$ cat src/rtl/regb_fifo_pkg.sv
// Shared constants and width helpers for the register-based show-ahead FIFO.
package regb_fifo_pkg;

  localparam int unsigned REGB_FIFO_DEF_WIDTH = 8;
  localparam int unsigned REGB_FIFO_DEF_DEPTH = 5;

  // Pointer width to address entries 0..n-1.
  function automatic int unsigned regb_fifo_ptr_w(input int unsigned n);
    return (n < 2) ? 1 : $clog2(n);
  endfunction

  // Count width to hold occupancy 0..n.
  function automatic int unsigned regb_fifo_cnt_w(input int unsigned n);
    return $clog2(n + 1);
  endfunction

endpackage

$ cat src/rtl/regb_fifo_ptr.sv
// Wrapping 0..N-1 pointer with increment enable and async active-low reset.
module regb_fifo_ptr
  import regb_fifo_pkg::*;
#(
  parameter int unsigned N  = REGB_FIFO_DEF_DEPTH,
  parameter int unsigned PW = regb_fifo_ptr_w(N)
) (
  input  logic          clk,
  input  logic          res_n,
  input  logic          inc,
  output logic [PW-1:0] ptr
);

  always_ff @(posedge clk or negedge res_n) begin
    if (!res_n) begin
      ptr <= '0;
    end else if (inc) begin
      ptr <= (ptr == PW'(N - 1)) ? '0 : ptr + PW'(1);
    end
  end

endmodule

$ cat src/rtl/regb_fifo.sv
// Register-based synchronous FIFO with show-ahead read port.
// Optional occupancy output enabled by defining REGB_FIFO_LEVEL_EN.
module regb_fifo
  import regb_fifo_pkg::*;
#(
  parameter int unsigned WIDTH = REGB_FIFO_DEF_WIDTH,
  parameter int unsigned N     = REGB_FIFO_DEF_DEPTH
) (
  input  logic             clk,
  input  logic             res_n,
  input  logic             shift_in,
  input  logic [WIDTH-1:0] wdata,
  output logic             full,
  input  logic             shift_out,
  output logic [WIDTH-1:0] rdata,
  output logic             empty
`ifdef REGB_FIFO_LEVEL_EN
  ,
  output logic [regb_fifo_cnt_w(N)-1:0] level
`endif
);

  localparam int unsigned PW = regb_fifo_ptr_w(N);
  localparam int unsigned CW = regb_fifo_cnt_w(N);

  logic [WIDTH-1:0] mem [N];
  logic [PW-1:0]    wr_ptr;
  logic [PW-1:0]    rd_ptr;
  logic [CW-1:0]    count;
  logic [CW-1:0]    count_d;
  logic             wr_acc;
  logic             rd_acc;

  // A full FIFO still accepts a write when the head is popped in the same cycle.
  assign wr_acc = shift_in && (!full || shift_out);
  assign rd_acc = shift_out && !empty;

  regb_fifo_ptr #(.N(N), .PW(PW)) u_wr_ptr (
    .clk   (clk),
    .res_n (res_n),
    .inc   (wr_acc),
    .ptr   (wr_ptr)
  );

  regb_fifo_ptr #(.N(N), .PW(PW)) u_rd_ptr (
    .clk   (clk),
    .res_n (res_n),
    .inc   (rd_acc),
    .ptr   (rd_ptr)
  );

  always_comb begin
    count_d = count;
    if (wr_acc && !rd_acc) begin
      count_d = count + CW'(1);
    end else if (rd_acc && !wr_acc) begin
      count_d = count - CW'(1);
    end
  end

  // Flags are registered from the next count so they track the count exactly.
  always_ff @(posedge clk or negedge res_n) begin
    if (!res_n) begin
      count <= '0;
      full  <= 1'b0;
      empty <= 1'b1;
    end else begin
      count <= count_d;
      full  <= (count_d == CW'(N));
      empty <= (count_d == '0);
    end
  end

  always_ff @(posedge clk) begin
    if (wr_acc) begin
      mem[wr_ptr] <= wdata;
    end
  end

  always_comb begin
    rdata = '0;
    if (!empty) begin
      rdata = mem[rd_ptr];
    end
  end

`ifdef REGB_FIFO_LEVEL_EN
  assign level = count;
`endif

endmodule

$ cat config.mk
export PLATFORM = sky130hd
export DESIGN_NAME = regb_fifo
export DESIGN_NICKNAME = d
export VERILOG_FILES = /design/src/rtl/regb_fifo_pkg.sv /design/src/rtl/regb_fifo_ptr.sv /design/src/rtl/regb_fifo.sv
export SDC_FILE = /design/constraint.sdc
export NUM_CORES = 1
export LEC_CHECK = 0
export BUFFER_PORTS_ARGS = -buffer_cell sky130_fd_sc_hd__buf_2
export CAP_MARGIN = 20
export CORE_AREA = 2 2 70 72
export CTS_CLUSTER_SIZE = 12
export DETAILED_ROUTE_END_ITERATION = 8
export DIE_AREA = 0 0 72 74
export PLACE_DENSITY_LB_ADDON = 0.3
export SKIP_CTS_REPAIR_TIMING = 1
export SLEW_MARGIN = 30
export SYNTH_ARGS = -nofsm -noshare
export SYNTH_HDL_FRONTEND = slang
export SYNTH_SLANG_ARGS = --single-unit
$ cat constraint.sdc
create_clock -name clk -period 2.1 [get_ports clk]
set_input_delay 0.105 -clock clk [delete_from_list [all_inputs] [get_ports clk]]
set_output_delay 0.105 -clock clk [all_outputs]
set_load 0.05 [all_outputs]
# Word-level counts from Yosys, hierarchy flattened
# Memories as Yosys holds them, arrays and structs flattened.
# Index checks and enable logic that the tools add are counted.
[totals]
latch_bits = 0
ram_bits = 40
rom_bits = 0
n_memories = 1
ff_bits = 11
[classes]
n_mux = 7
n_div = 0
n_bitwise = 0
reduce_logical = 10
multipliers = 0
n_addsub = 4
n_lt_le_gt_ge = 0
shift = 0
n_eq_ne = 3
[memory_table]
columns = ["memory", "depth", "word_bits", "read_ports", "rd_ports_with_merged_regs", "wr", "line_no", "rtl"]
rows = [
  ["mem", 5, 8, 1, 0, 1, "regb_fifo.sv:26", "logic [WIDTH-1:0] mem [N];"],
]
[op_table]
columns = ["cell", "count"]
rows = [
  ["$mux 3", 4],
  ["$add 3x1->3 const B", 3],
  ["$eq 3x3->1 const B", 3],
  ["$mux 8", 1],
  ["$logic_and 1x1->1", 4],
  ["$logic_not 1->1", 4],
  ["$logic_not 3->1", 1],
  ["$sub 3x1->3 const B", 1],
  ["$mux 1", 2],
  ["$logic_or 1x1->1", 1],
]

# Depth between registers and ports, before layout
[logic_depth]
word_depth = 8
mapped_depth = 6
mapped_depth_nobuf = 6

# Hierarchy
# Synthesis repeated with hierarchy kept, for this count alone.
[unflattened]
cells_unflattened = 140
area_unflattened_um2 = 2235.9
[by_module_without_submodules]
columns = ["mod", "area_per_inst_um2", "seq_area_each_um2", "instances", "cells_each"]
rows = [
  ["regb_fifo", 1913.1, 1327.5, 1, 108],
  ["regb_fifo_ptr", 161.4, 75.1, 2, 16],
]

# Worst setup path before layout
# Ideal clock, no wire load.
[synth_timing]
path_kind = "register -> register"
from = "reg full"
to = "mem mem[4][0] (netlist name), enable pin"
path_slack_ps = -80
setup_ps = 398
period_less_slack_ps = 2180
required_ps = 1702
arrival_time_ps = 1782
path_stages_with_launch = 4
path_cell_list = "dfrtp_1 inv_1 o21ai_2 nor4b_1"
[synth_between]
elab_chain_len = 5
[synth_rtl]
columns = ["item", "line_no", "rtl"]
rows = [
  ["from (decl)", "regb_fifo.sv:13", "output logic full,"],
  ["from (signal assigned)", "regb_fifo.sv:69", "full <= (count_d == CW'(N));"],
  ["$logic_not 1->1", "regb_fifo.sv:35", "assign wr_acc = shift_in && (!full || shift_out);"],
  ["$logic_or 1x1->1", "regb_fifo.sv:35", ""],
  ["$logic_and 1x1->1", "regb_fifo.sv:35", ""],
  ["$mux 1", "regb_fifo.sv:75", "if (wr_acc) begin"],
  ["$mux 1 (implied by the code)", "regb_fifo.sv:76", "mem[wr_ptr] <= wdata;"],
  ["to (decl)", "regb_fifo.sv:26", ""],
]
# No other way between the ends.

# Worst setup path after layout
[layout_timing]
from = "reg u_rd_ptr.ptr[0]"
to = "out rdata[1]"
[layout_between]
elab_chain_len = 2
[layout_rtl]
columns = ["item", "line_no", "rtl"]
rows = [
  ["from (decl)", "regb_fifo_ptr.sv:11", "output logic [PW-1:0] ptr"],
  ["from (signal assigned)", "regb_fifo_ptr.sv:18", "ptr <= (ptr == PW'(N - 1)) ? '0 : ptr + PW'(1);"],
  ["$mem_v2 5x8", "n/a", ""],
  ["$mux 8", "regb_fifo.sv:82", "if (!empty) begin"],
  ["to (decl)", "regb_fifo.sv:15", "output logic [WIDTH-1:0] rdata,"],
]
# No other way between the ends.

==> run metrics <==
status=finished clean; critical setup path kind=flop to output port; Worst Hold Path Cells=1; worst-skew pair later-pin latency=0.28 ns; Comb power frac=44.1%; Post-synth EDFFs=40; Tightest Pin Transition=0.5613 ns; Die Y=roughly 74 um; top-area cell type share of the netlist area=53.72%; Critical Path Stages=5; clk buf depth=2; Final Max Tran Viols=0; GRT overflow=0; DRT Pass-1 Iters=5; sequential group share of total power=42.0%; CP Capture Type=output port; dpl ws=0.3823 ns; fin util=54.75%; slew margin rel.=about 63%; Top FF cell, synth=edfxtp_1; Syn Nets=157; Final Cycle Share=90.29%; CTS H-Tree Depth=2; routed wl met3=186 um; Reg2Reg Depth=4; Sw Pwr=1573 uW; Commonest cells post-synth=edfxtp_1, dfrtp_1, nor2_1; FFs w/ async S/R, synth=between 20% and 30%; Setup TNS=0 ns; CTS Buf Count=5; RSZ-0062 raised after global routing=no; CP required=2.00 ns; Routed WL=approximately 3800 um; DR WL/cell=16.98 um; initial antenna violation count=0; FMAX=527.4 MHz; Post-Syn Area=2236 um^2; Buffers & Inverters on Critical Path=2; PortBufs=21; Crit path max-delay family=multiplexers; synthesis-stage register bit count=51; vias in the first global route=1304; die area=5328 um^2; Fin. Hold Viols=0; Worst Skew=0.003581 ns; pin count of the biggest net entering global routing=16; largest cells by area after synthesis=edfxtp_1, dfrtp_1, mux4_2; core area=4598 um^2; Clock Power Share=13.9%; Synth warnings=0; CTS clk-pin slew, worst paths=0.08 ns; CTS tree=yes; # IOs=22; internal power=2161 uW; Tot GR Track Use=16.13%; Layout Nets=186; Die X=72 um; worst-path maximum fanout=10; Highest Signal Layer=met4; Vias=1240; met2 routed WL=1968 um; Ant. Diodes=0; # rows=25; Cells after Synth=139; DPL Wire Length=between 2000 and 3000 um; vias per cell=roughly 5.6; Post-route DRC=0; sw frac=42.13%; clk root buf=clkbuf_8; CTS sink cnt=51; Avg Cell Area, Syn=16.09 um^2; Leak Pwr=0.0009430 uW; final count of negative-setup-slack endpoints=0; CP arrival=1.79 ns; post-route ant nets=0; Pwr per Cell Area=1483 nW/um^2; top-count cell post-synth=edfxtp_1; Filler Cells Inserted=385; Power Total=~3700 uW; Crit path largest cell delay=0.53 ns; Max rail drop VDD=0.0008342 V; global-route wire length before repair=6244 um; crit path max-delay cell type=mux4_2; minimum clock period=approximately 1.9 ns; Iter 0 DRT Violations=34; RD Place Congestion=0.7534; Initial Util=roughly 49%; worst min-delay path class=input pin to flop; worst setup margin=0.2039 ns; CP cell instances=buf_4 > mux4_2 > mux2i_1 > nor2_1 > buf_2; type of origin of the critical path=flop; Area Overhead vs Synth=12.59%; maxcap violations=0; met1 WL=1611 um; largest area contributor in the netlist=edfxtp_1; layout cells sized above 1=~29%; Netlist cell types=35; sequential area share after synthesis=66.09%
placed cells by master (no fill, tap or decap), types with 2 or more instances in the layout:
cell type | synthesis | layout
clkbuf_8 | 0 | 5
mux2i_1 | 8 | 8
nor2_1 | 10 | 10
o21ai_0 | 5 | 5
a211oi_1 | 2 | 2
and3b_1 | 2 | 2
buf_4 | 1 | 6
dfrtp_1 | 10 | 10
buf_2 | 3 | 21
a21oi_1 | 2 | 2
inv_1 | 8 | 8
nand2_1 | 3 | 3
nor4_1 | 4 | 4
mux4_2 | 8 | 8
mux2_2 | 2 | 2
ha_1 | 6 | 6
nand2b_1 | 7 | 7
edfxtp_1 | 40 | 40
routing by layer:
| metal | GRT usage, % | up-vias |
|---|---|---|
| met1 | 19.56 | 624 |
| met3 | 3.388 | 2 |
| met5 | 0 | - |
| met4 | 5.031 | 0 |
| li1 | - | 585 |
| met2 | 29.22 | 29 |
per-stage QoR:
stage	cell area, um^2	cells	hold WS, ns
2_1_floorplan	2242	139	-0.1906
6_report	2517	223	0.04163
3_3_place_gp	2422	214	-0.01569
5_1_grt	2517	223	0.03227
3_5_place_dp	2422	214	-0.01295
4_1_cts	2507	222	-0.3303
worst reg2reg max path, delay by kind of cell (launching register included):
family	cells	cell delay [ns]
AOI/OAI and AO/OA	2	0.36
and+or+nand+nor	2	0.57
DFF	1	0.68
path summary, 6_finish.rpt:
check / from / to / slack, ns
max in group asynchronous: res_n / empty / 1.63
worst min register to register: count[2] / count[2] / 0.51
worst min-delay path: wdata[1] / mem[3][1] / 0.04
min in group asynchronous: res_n / u_wr_ptr.ptr[2] / 0.21
worst max register to register: empty / full / 0.39
worst max-delay path: u_rd_ptr.ptr[0] / rdata[1] / 0.20
power by group through the flow:
stage	Clock (uW)	Sequential [uW]	Combinational, uW
final	520	1570	1650
after global routing	585	1610	1790
after CTS	545	1570	1670
after detailed placement	0	1600	1670
after global placement	0	1570	1620
after floorplan	0	1520	1330
logic make-up (layout without fill, tap and decap cells):
group	count (synthesis)	in the layout	synth area share (%)
compound gates	16	16	5.876
xor+xnor	1	1	0.7277
fa+ha+maj	6	6	3.357
buf+inv	14	44	3.022
flops	51	51	66.09
mux	18	18	12.65
simple gates	33	33	8.282
flip-flops by register name, summed over array words and instances (netlist names):
| signal | cells |
|---|---|
| full | 1 |
| u_wr_ptr.ptr | 3 |
| u_rd_ptr.ptr | 3 |
| empty | 1 |
| mem | 40 |
| count | 3 |
final cells by class:
type	count	area [um^2]	area share (%)
Clock buffer	6	72.57	2.883
Inverter	8	30.03	1.193
Sequential cell	51	1478	58.70
Clock inverter	2	12.51	0.4970
Timing Repair Buffer	28	160.2	6.362
Tap cell	54	67.56	2.684
Multi-Input combinational cell	74	696.9	27.68
No activity file was read; power rests on OpenSTA's default activity.
